--- config.mk ---
export PLATFORM = sky130hd
export DESIGN_NAME = bin_to_bcd
export DESIGN_NICKNAME = d
export VERILOG_FILES = /design/src/rtl/bcd_pkg.sv /design/src/rtl/bcd_digit_adj.sv /design/src/rtl/bin_to_bcd.sv
export SDC_FILE = /design/constraint.sdc
export NUM_CORES = 1
export LEC_CHECK = 0
export ABC_AREA = 1
export CORE_MARGIN = 5
export CORE_UTILIZATION = 30
export DETAILED_ROUTE_END_ITERATION = 10
export SYNTH_ARGS = -nofsm -noshare
export SYNTH_HDL_FRONTEND = slang
export SYNTH_SLANG_ARGS = --single-unit
--- constraint.sdc ---
create_clock -name clk -period 2.25 [get_ports clk]
set_input_delay 0.225 -clock clk [delete_from_list [all_inputs] [get_ports clk]]
set_output_delay 0.225 -clock clk [all_outputs]
set_load 0.005 [all_outputs]
--- src/rtl/bcd_pkg.sv ---
// Shared BCD definitions for the display path.
// Holds the BCD digit width, the double-dabble correction constants and the
// converter FSM state encoding. The BCD-to-seven-segment decoder reuses
// BCD_DIGIT_W from here.
package bcd_pkg;

  localparam int BCD_DIGIT_W = 4;
  localparam logic [BCD_DIGIT_W-1:0] BCD_ADJ_THRESH = 4'd5;
  localparam logic [BCD_DIGIT_W-1:0] BCD_ADJ_ADD    = 4'd3;

  typedef enum logic {
    IDLE  = 1'b0,
    SHIFT = 1'b1
  } state_e;

endpackage

--- src/rtl/bcd_digit_adj.sv ---
// Combinational double-dabble correction cell for one BCD digit.
// Ports:
//   din  - working digit before the shift (0..9 in normal operation)
//   dout - din + 3 when din >= 5, otherwise din
// The add is 4-bit modular; with a legal digit (<= 9) it never wraps.
module bcd_digit_adj
  import bcd_pkg::*;
(
  input  logic [BCD_DIGIT_W-1:0] din,
  output logic [BCD_DIGIT_W-1:0] dout
);

  assign dout = (din >= BCD_ADJ_THRESH) ? din + BCD_ADJ_ADD : din;

endmodule

--- src/rtl/bin_to_bcd.sv ---
// Sequential binary-to-BCD converter (shift-and-add-3), one bit per clock.
// Ports:
//   clk      - system clock, rising edge
//   rst_n    - asynchronous active-low reset
//   start    - conversion request, taken only while idle (incl. done cycle)
//   bin      - WIDTH-bit unsigned operand, captured on the accepting edge
//   busy     - high while a conversion is in progress
//   done     - one-cycle pulse when bcd/overflow are updated
//   bcd      - DIGITS packed BCD digits, digit 0 in bcd[3:0]; holds last result
//   overflow - last value exceeded 10^DIGITS-1 (bcd keeps the low digits)
module bin_to_bcd
  import bcd_pkg::*;
#(
  parameter int WIDTH  = 15,
  parameter int DIGITS = 5
) (
  input  logic                        clk,
  input  logic                        rst_n,
  input  logic                        start,
  input  logic [WIDTH-1:0]            bin,
  output logic                        busy,
  output logic                        done,
  output logic [BCD_DIGIT_W*DIGITS-1:0] bcd,
  output logic                        overflow
);

  localparam int BCD_W = BCD_DIGIT_W * DIGITS;
  localparam int CNT_W = $clog2(WIDTH + 1);

  state_e             state_q, state_d;
  logic [CNT_W-1:0]   cnt_q, cnt_d;
  logic [WIDTH-1:0]   bin_sr_q, bin_sr_d;
  logic [BCD_W-1:0]   bcd_wk_q, bcd_wk_d;
  logic               ovf_acc_q, ovf_acc_d;
  logic [BCD_W-1:0]   bcd_q, bcd_d;
  logic               ovf_q, ovf_d;
  logic               done_q, done_d;
  logic [BCD_W-1:0]   bcd_adj;

  for (genvar g = 0; g < DIGITS; g++) begin : g_adj
    bcd_digit_adj u_adj (
      .din  (bcd_wk_q[g*BCD_DIGIT_W +: BCD_DIGIT_W]),
      .dout (bcd_adj[g*BCD_DIGIT_W +: BCD_DIGIT_W])
    );
  end

  always_comb begin
    state_d   = state_q;
    cnt_d     = cnt_q;
    bin_sr_d  = bin_sr_q;
    bcd_wk_d  = bcd_wk_q;
    ovf_acc_d = ovf_acc_q;
    bcd_d     = bcd_q;
    ovf_d     = ovf_q;
    done_d    = 1'b0;

    case (state_q)
      IDLE: begin
        if (start) begin
          state_d   = SHIFT;
          bin_sr_d  = bin;
          bcd_wk_d  = '0;
          cnt_d     = CNT_W'(WIDTH);
          ovf_acc_d = 1'b0;
        end
      end
      SHIFT: begin
        // Shift {corrected BCD, binary} left by one; the bit leaving the top
        // digit is a lost decimal carry, i.e. the value does not fit.
        bcd_wk_d  = {bcd_adj[BCD_W-2:0], bin_sr_q[WIDTH-1]};
        bin_sr_d  = {bin_sr_q[WIDTH-2:0], 1'b0};
        ovf_acc_d = ovf_acc_q | bcd_adj[BCD_W-1];
        cnt_d     = cnt_q - CNT_W'(1);
        if (cnt_q == CNT_W'(1)) begin
          state_d = IDLE;
          bcd_d   = bcd_wk_d;
          ovf_d   = ovf_acc_d;
          done_d  = 1'b1;
        end
      end
      default: state_d = IDLE;
    endcase
  end

  always_ff @(posedge clk or negedge rst_n) begin
    if (!rst_n) begin
      state_q   <= IDLE;
      cnt_q     <= '0;
      bin_sr_q  <= '0;
      bcd_wk_q  <= '0;
      ovf_acc_q <= 1'b0;
      bcd_q     <= '0;
      ovf_q     <= 1'b0;
      done_q    <= 1'b0;
    end else begin
      state_q   <= state_d;
      cnt_q     <= cnt_d;
      bin_sr_q  <= bin_sr_d;
      bcd_wk_q  <= bcd_wk_d;
      ovf_acc_q <= ovf_acc_d;
      bcd_q     <= bcd_d;
      ovf_q     <= ovf_d;
      done_q    <= done_d;
    end
  end

  assign busy     = (state_q == SHIFT);
  assign done     = done_q;
  assign bcd      = bcd_q;
  assign overflow = ovf_q;

endmodule
# --- Word level (Yosys, flattened, before mapping) ---
# Cells that the tools add are included.
op_classes:
  mux: 18
  n_reduce_logical: 1
  add_sub_neg: 6
  eq_ne: 2
  bitwise: 2
  magnitude_cmp: 5
op_table:
  columns: ["op", "count"]
  rows:
  - ["20-bit case mux with 2 select lines", 1]
  - ["15-bit case mux with 2 select lines", 1]
  - ["4-bit 2-to-1 mux", 6]
  - ["4-bit by 2-bit adder with 4-bit output (second input constant)", 5]
  - ["4-bit by 3-bit >= comparator with 1-bit output (second input constant)", 5]
  - ["20-bit 2-to-1 mux", 1]
  - ["15-bit 2-to-1 mux", 1]
  - ["4-bit case mux with 2 select lines", 1]
  - ["1-bit 2-to-1 mux", 5]
  - ["4-bit by 1-bit equality test with 1-bit output (second input constant)", 1]
  - ["1-bit case mux with 2 select lines", 2]
  - ["4-bit by 1-bit subtractor with 4-bit output (second input constant)", 1]
  - ["2-bit != test (second input constant)", 1]
  - ["2-bit AND reduction", 1]
  - ["1-bit NOT", 1]
  - ["1-bit bitwise OR", 1]
totals:
  regBits: 63
  word_cells: 42
  in_bits: 18
  output_inout_bits: 23

# --- Depth between registers and ports, before layout ---
logic_depth:
  word_depth: 4
  ltp_mapped: 10
  depth_no_buf: 10

# --- Cells and area by module ---
# A second synthesis with hierarchy kept.
hier_totals:
  hier_cells: 411
  area_unflattened_um2: 3226.8
modules_own_cells:
  columns: ["module", "cells_per_inst", "seq_area_each_um2", "instances", "area_per_inst_um2"]
  rows:
  - ["bin_to_bcd", 296, 1576.5, 1, 2551.2]
  - ["bcd_digit_adj", 23, 0.0, 5, 135.1]

# --- Worst setup path after synthesis ---
# OpenSTA, ideal clock, no wires.
synth_path:
  path_kind: "register -> register"
  from: "reg cnt_q[1]"
  to: "reg bcd_q[15] (netlist: bcd[15])"
  n_path_buf: 1
  stages_incl_launch_ff: 9
  synth_period_minus_slack_ns: 1.420
  arrival_ns: 1.295
  t_required_ns: 2.126
  setup_ns: 0.124
  setup_slack_ns: 0.830
  cell_sequence: "dfrtp_1 > inv_1 > ha_1 > nand2_2 > nor3_4 > inv_4 > buf_6 > nand2_1 > o21ai_1"
synth_between:
  elab_chain_cells: 2
synth_rtl:
  columns: ["element", "line_no", "source"]
  rows:
  - ["start, declared", "bin_to_bcd.sv:31", "logic [CNT_W-1:0] cnt_q, cnt_d;"]
  - ["start signal, assigned", "bin_to_bcd.sv:97", "cnt_q <= cnt_d;"]
  - ["4-bit by 1-bit equality test with 1-bit output", "bin_to_bcd.sv:74", "if (cnt_q == CNT_W'(1)) begin"]
  - ["2-bit AND reduction (no line)", null, null]
  - ["end signal, assigned", "bin_to_bcd.sv:92", "bcd_q <= '0;"]
  - ["end signal, assigned", "bin_to_bcd.sv:101", "bcd_q <= bcd_d;"]
  - ["end, declared", "bin_to_bcd.sv:35", "logic [BCD_W-1:0] bcd_q, bcd_d;"]
# Every way passes these cells.
# A chain may end at the register's enable or synchronous reset.

# --- Final worst setup path ---
layout_path:
  from: "reg state_q (netlist: busy)"
  to: "out busy"
layout_rtl:
  columns: ["element", "line_no", "source"]
  rows:
  - ["start, declared", "bin_to_bcd.sv:30", "state_e state_q, state_d;"]
  - ["start signal, assigned", "bin_to_bcd.sv:96", "state_q <= state_d;"]
  - ["end, declared", "bin_to_bcd.sv:21", "output logic busy,"]
# No word-level cell between the ends.

==> flow_summary.json <==
{
  "cts_buffer_depth": 2,
  "syn_inst": 351,
  "crit_family": "flip-flops",
  "use_met2": 0.206,
  "io_buffers": 40,
  "status": "finished, final reports clean",
  "synth_area_um2": 2990,
  "ios": 41,
  "drive_gt1_frac": 0.0767,
  "critPathSlowestCell": "dfrtp_1",
  "crit_buf_inv": 1,
  "first_global_vias": 2539,
  "hp-class": "input pin to async pin",
  "layout_min_cycle_time_ps": 1790,
  "rsz0062_at_grt": "no",
  "cp.arrival_ps": 1560,
  "die_area_um2": 12000,
  "syn_area_per_cell_um2": 8.51,
  "start_util": 0.307,
  "root_buffer": "clkbuf_8",
  "die_w_um": 110,
  "vias": 2476,
  "p_leak_nw": 1.82,
  "gr-usage-met3": 0.0417,
  "maxSlewViolCount": 0,
  "fmax_mhz": 560,
  "met1_usage": 0.148,
  "path_clk_slew_ps": 70,
  "diodes": 0,
  "power.density_nw_per_um2": 1470,
  "min_period_over_period": 0.794,
  "globalplace.congestion": 0.798,
  "wl_per_cell_um": 12.5,
  "wirelength_um": 6690,
  "syn2layout_area_growth_pct": 26.0,
  "antenna_found_initial": 0,
  "post_drt_via_cell_ratio": 4.61,
  "busiest_layer": "met2",
  "crit_path_start_kind": "flop",
  "syn_nets": 381,
  "gr-total-overflow": 0,
  "drt_iter0_markers": 93,
  "cts_hold_buf": 0,
  "yosys_warnings": 0,
  "worst_pin_slew_ps": 800,
  "grt_use_total": 0.122,
  "post_cts_resize_count": 0,
  "cts_buffers": 9,
  "drt.antenna.violating_nets": 0,
  "ir_drop_mv": 0.456,
  "grt_max_degree": 64,
  "worstPathRequired_ps": 2030,
  "finalSetupViolCount": 0,
  "yosysUniqueCellTypes": 21,
  "crit_chain": "clkdlybuf4s50_1",
  "ys_seq_area_frac": 0.528,
  "end_kind": "output port",
  "place_hpwl_um": 4750,
  "cts_setup_buffers": 0,
  "power.total_mw": 5.52,
  "max_stage_delay_ps": 620,
  "cp_max_fo": 13,
  "core_area_um2": 9730,
  "cap_violations": 0,
  "htreeDepth": 3,
  "crit_type": "flop to output port",
  "cts_num_sinks": 63,
  "finalHoldViolations": 0,
  "synth_seq_cells": 63,
  "tns_ps": 0,
  "drtPass1Iterations": 4,
  "cts_tree": "yes",
  "nets": 429,
  "finalClockSkew_ps": 9.86,
  "grt_first_pass_wirelength_um": 11500,
  "clock_latency_ps": 350,
  "die_h_um": 110,
  "drc": 0,
  "rows": 36,
  "max_slew_margin": 0.467
}
[placed cells by master, fill, tap and decap left out, types with 5 or more instances in the layout]
cell type,instances
o21ai_0,26
o22ai_1,5
a22oi_1,8
clkdlybuf4s50_1,39
dfrtp_1,63
nand2_1,125
inv_1,34
clkbuf_8,9
o211ai_1,9
nand3_1,39
ha_1,12
buf_4,8
nor2_1,6
a21oi_1,5
[cell usage after synthesis]
library cell	number	area (µm²)
dfrtp_1	63	1580
o211ai_1	9	67.6
a22oi_1	8	60.1
nand2_1	125	469
o22ai_1	5	31.3
nor2_2	1	6.26
ha_1	12	150
nand3_1	39	195
clkbuf_1	4	15.0
o21ai_2	2	17.5
buf_1	1	3.75
buf_6	3	33.8
inv_4	1	6.26
nand2_2	1	6.26
o21ai_1	2	10.0
o21ai_0	26	130
inv_1	34	128
a21oi_1	5	25.0
nor3_4	1	16.3
nor2_1	6	22.5
buf_2	3	15.0
[per-stage QoR]
stage                      util  instance area [µm²]  setup WS, ps  std cells  hold WS, ps
after floorplan               -                 2990           830        351        -70.6
after global placement    0.364                 3540           799        521          458
after detailed placement  0.364                 3540           749        521          459
after CTS                 0.387                 3760           441        537         82.6
after global routing      0.387                 3760           366        537          122
final                     0.387                 3760           463        537         41.0
[metal layers]
metal	up-vias	wire (µm)
li1	1241	-
met1	1177	3110
met2	51	3200
met3	7	322
met4	0	55
met5	-	0
[final cells by class]
type                            instances  area, µm²
Inverter                               35        134
Sequential cell                        63       1580
Timing Repair Buffer                   48        455
Tap cell                              133        166
Clock buffer                            9        124
Multi-Input combinational cell        242       1210
Clock inverter                          7       97.6
Fill cell                            1012       5970
[where the power goes]
part | total (mW) | switching [mW] | leakage, nW | internal, mW
clock network | 1.09 | 0.467 | 0.105 | 0.625
logic | 2.40 | 1.38 | 0.927 | 1.03
registers | 2.02 | 0.376 | 0.787 | 1.65
[path summary, 6_finish.rpt]
path                                endpoint        start  cells past startpoint  slack (ps)
worst max-delay path                    busy         busy                      1         460
worst min-delay path                 bcd[19]        rst_n                      2          40
worst max register to register        bcd[1]  bcd_wk_q[0]                      8         670
worst min register to register        bcd[5]       bcd[5]                      2         480
max in group asynchronous       bcd_wk_q[17]        rst_n                      2        1670
min in group clk                bin_sr_q[13]      bin[13]                      3         410
[sequential cells by signal, summed over array words and instances (netlist names)]
register,cells
overflow,1
done,1
bin_sr_q,15
busy,1
bcd_wk_q,20
cnt_q,4
ovf_acc_q,1
bcd,20
[logic make-up (layout without fill, tap and decap cells)]
family	Yosys count	in the layout	synth area share
AND/OR/NAND/NOR	173	173	0.240
adder cells (fa/ha/maj)	12	12	0.0503
flip-flops	63	63	0.528
buffers and inverters	46	99	0.0675
AO/OA/AOI/OAI	57	57	0.114
Note: power is estimated with default switching activity, not from simulation.
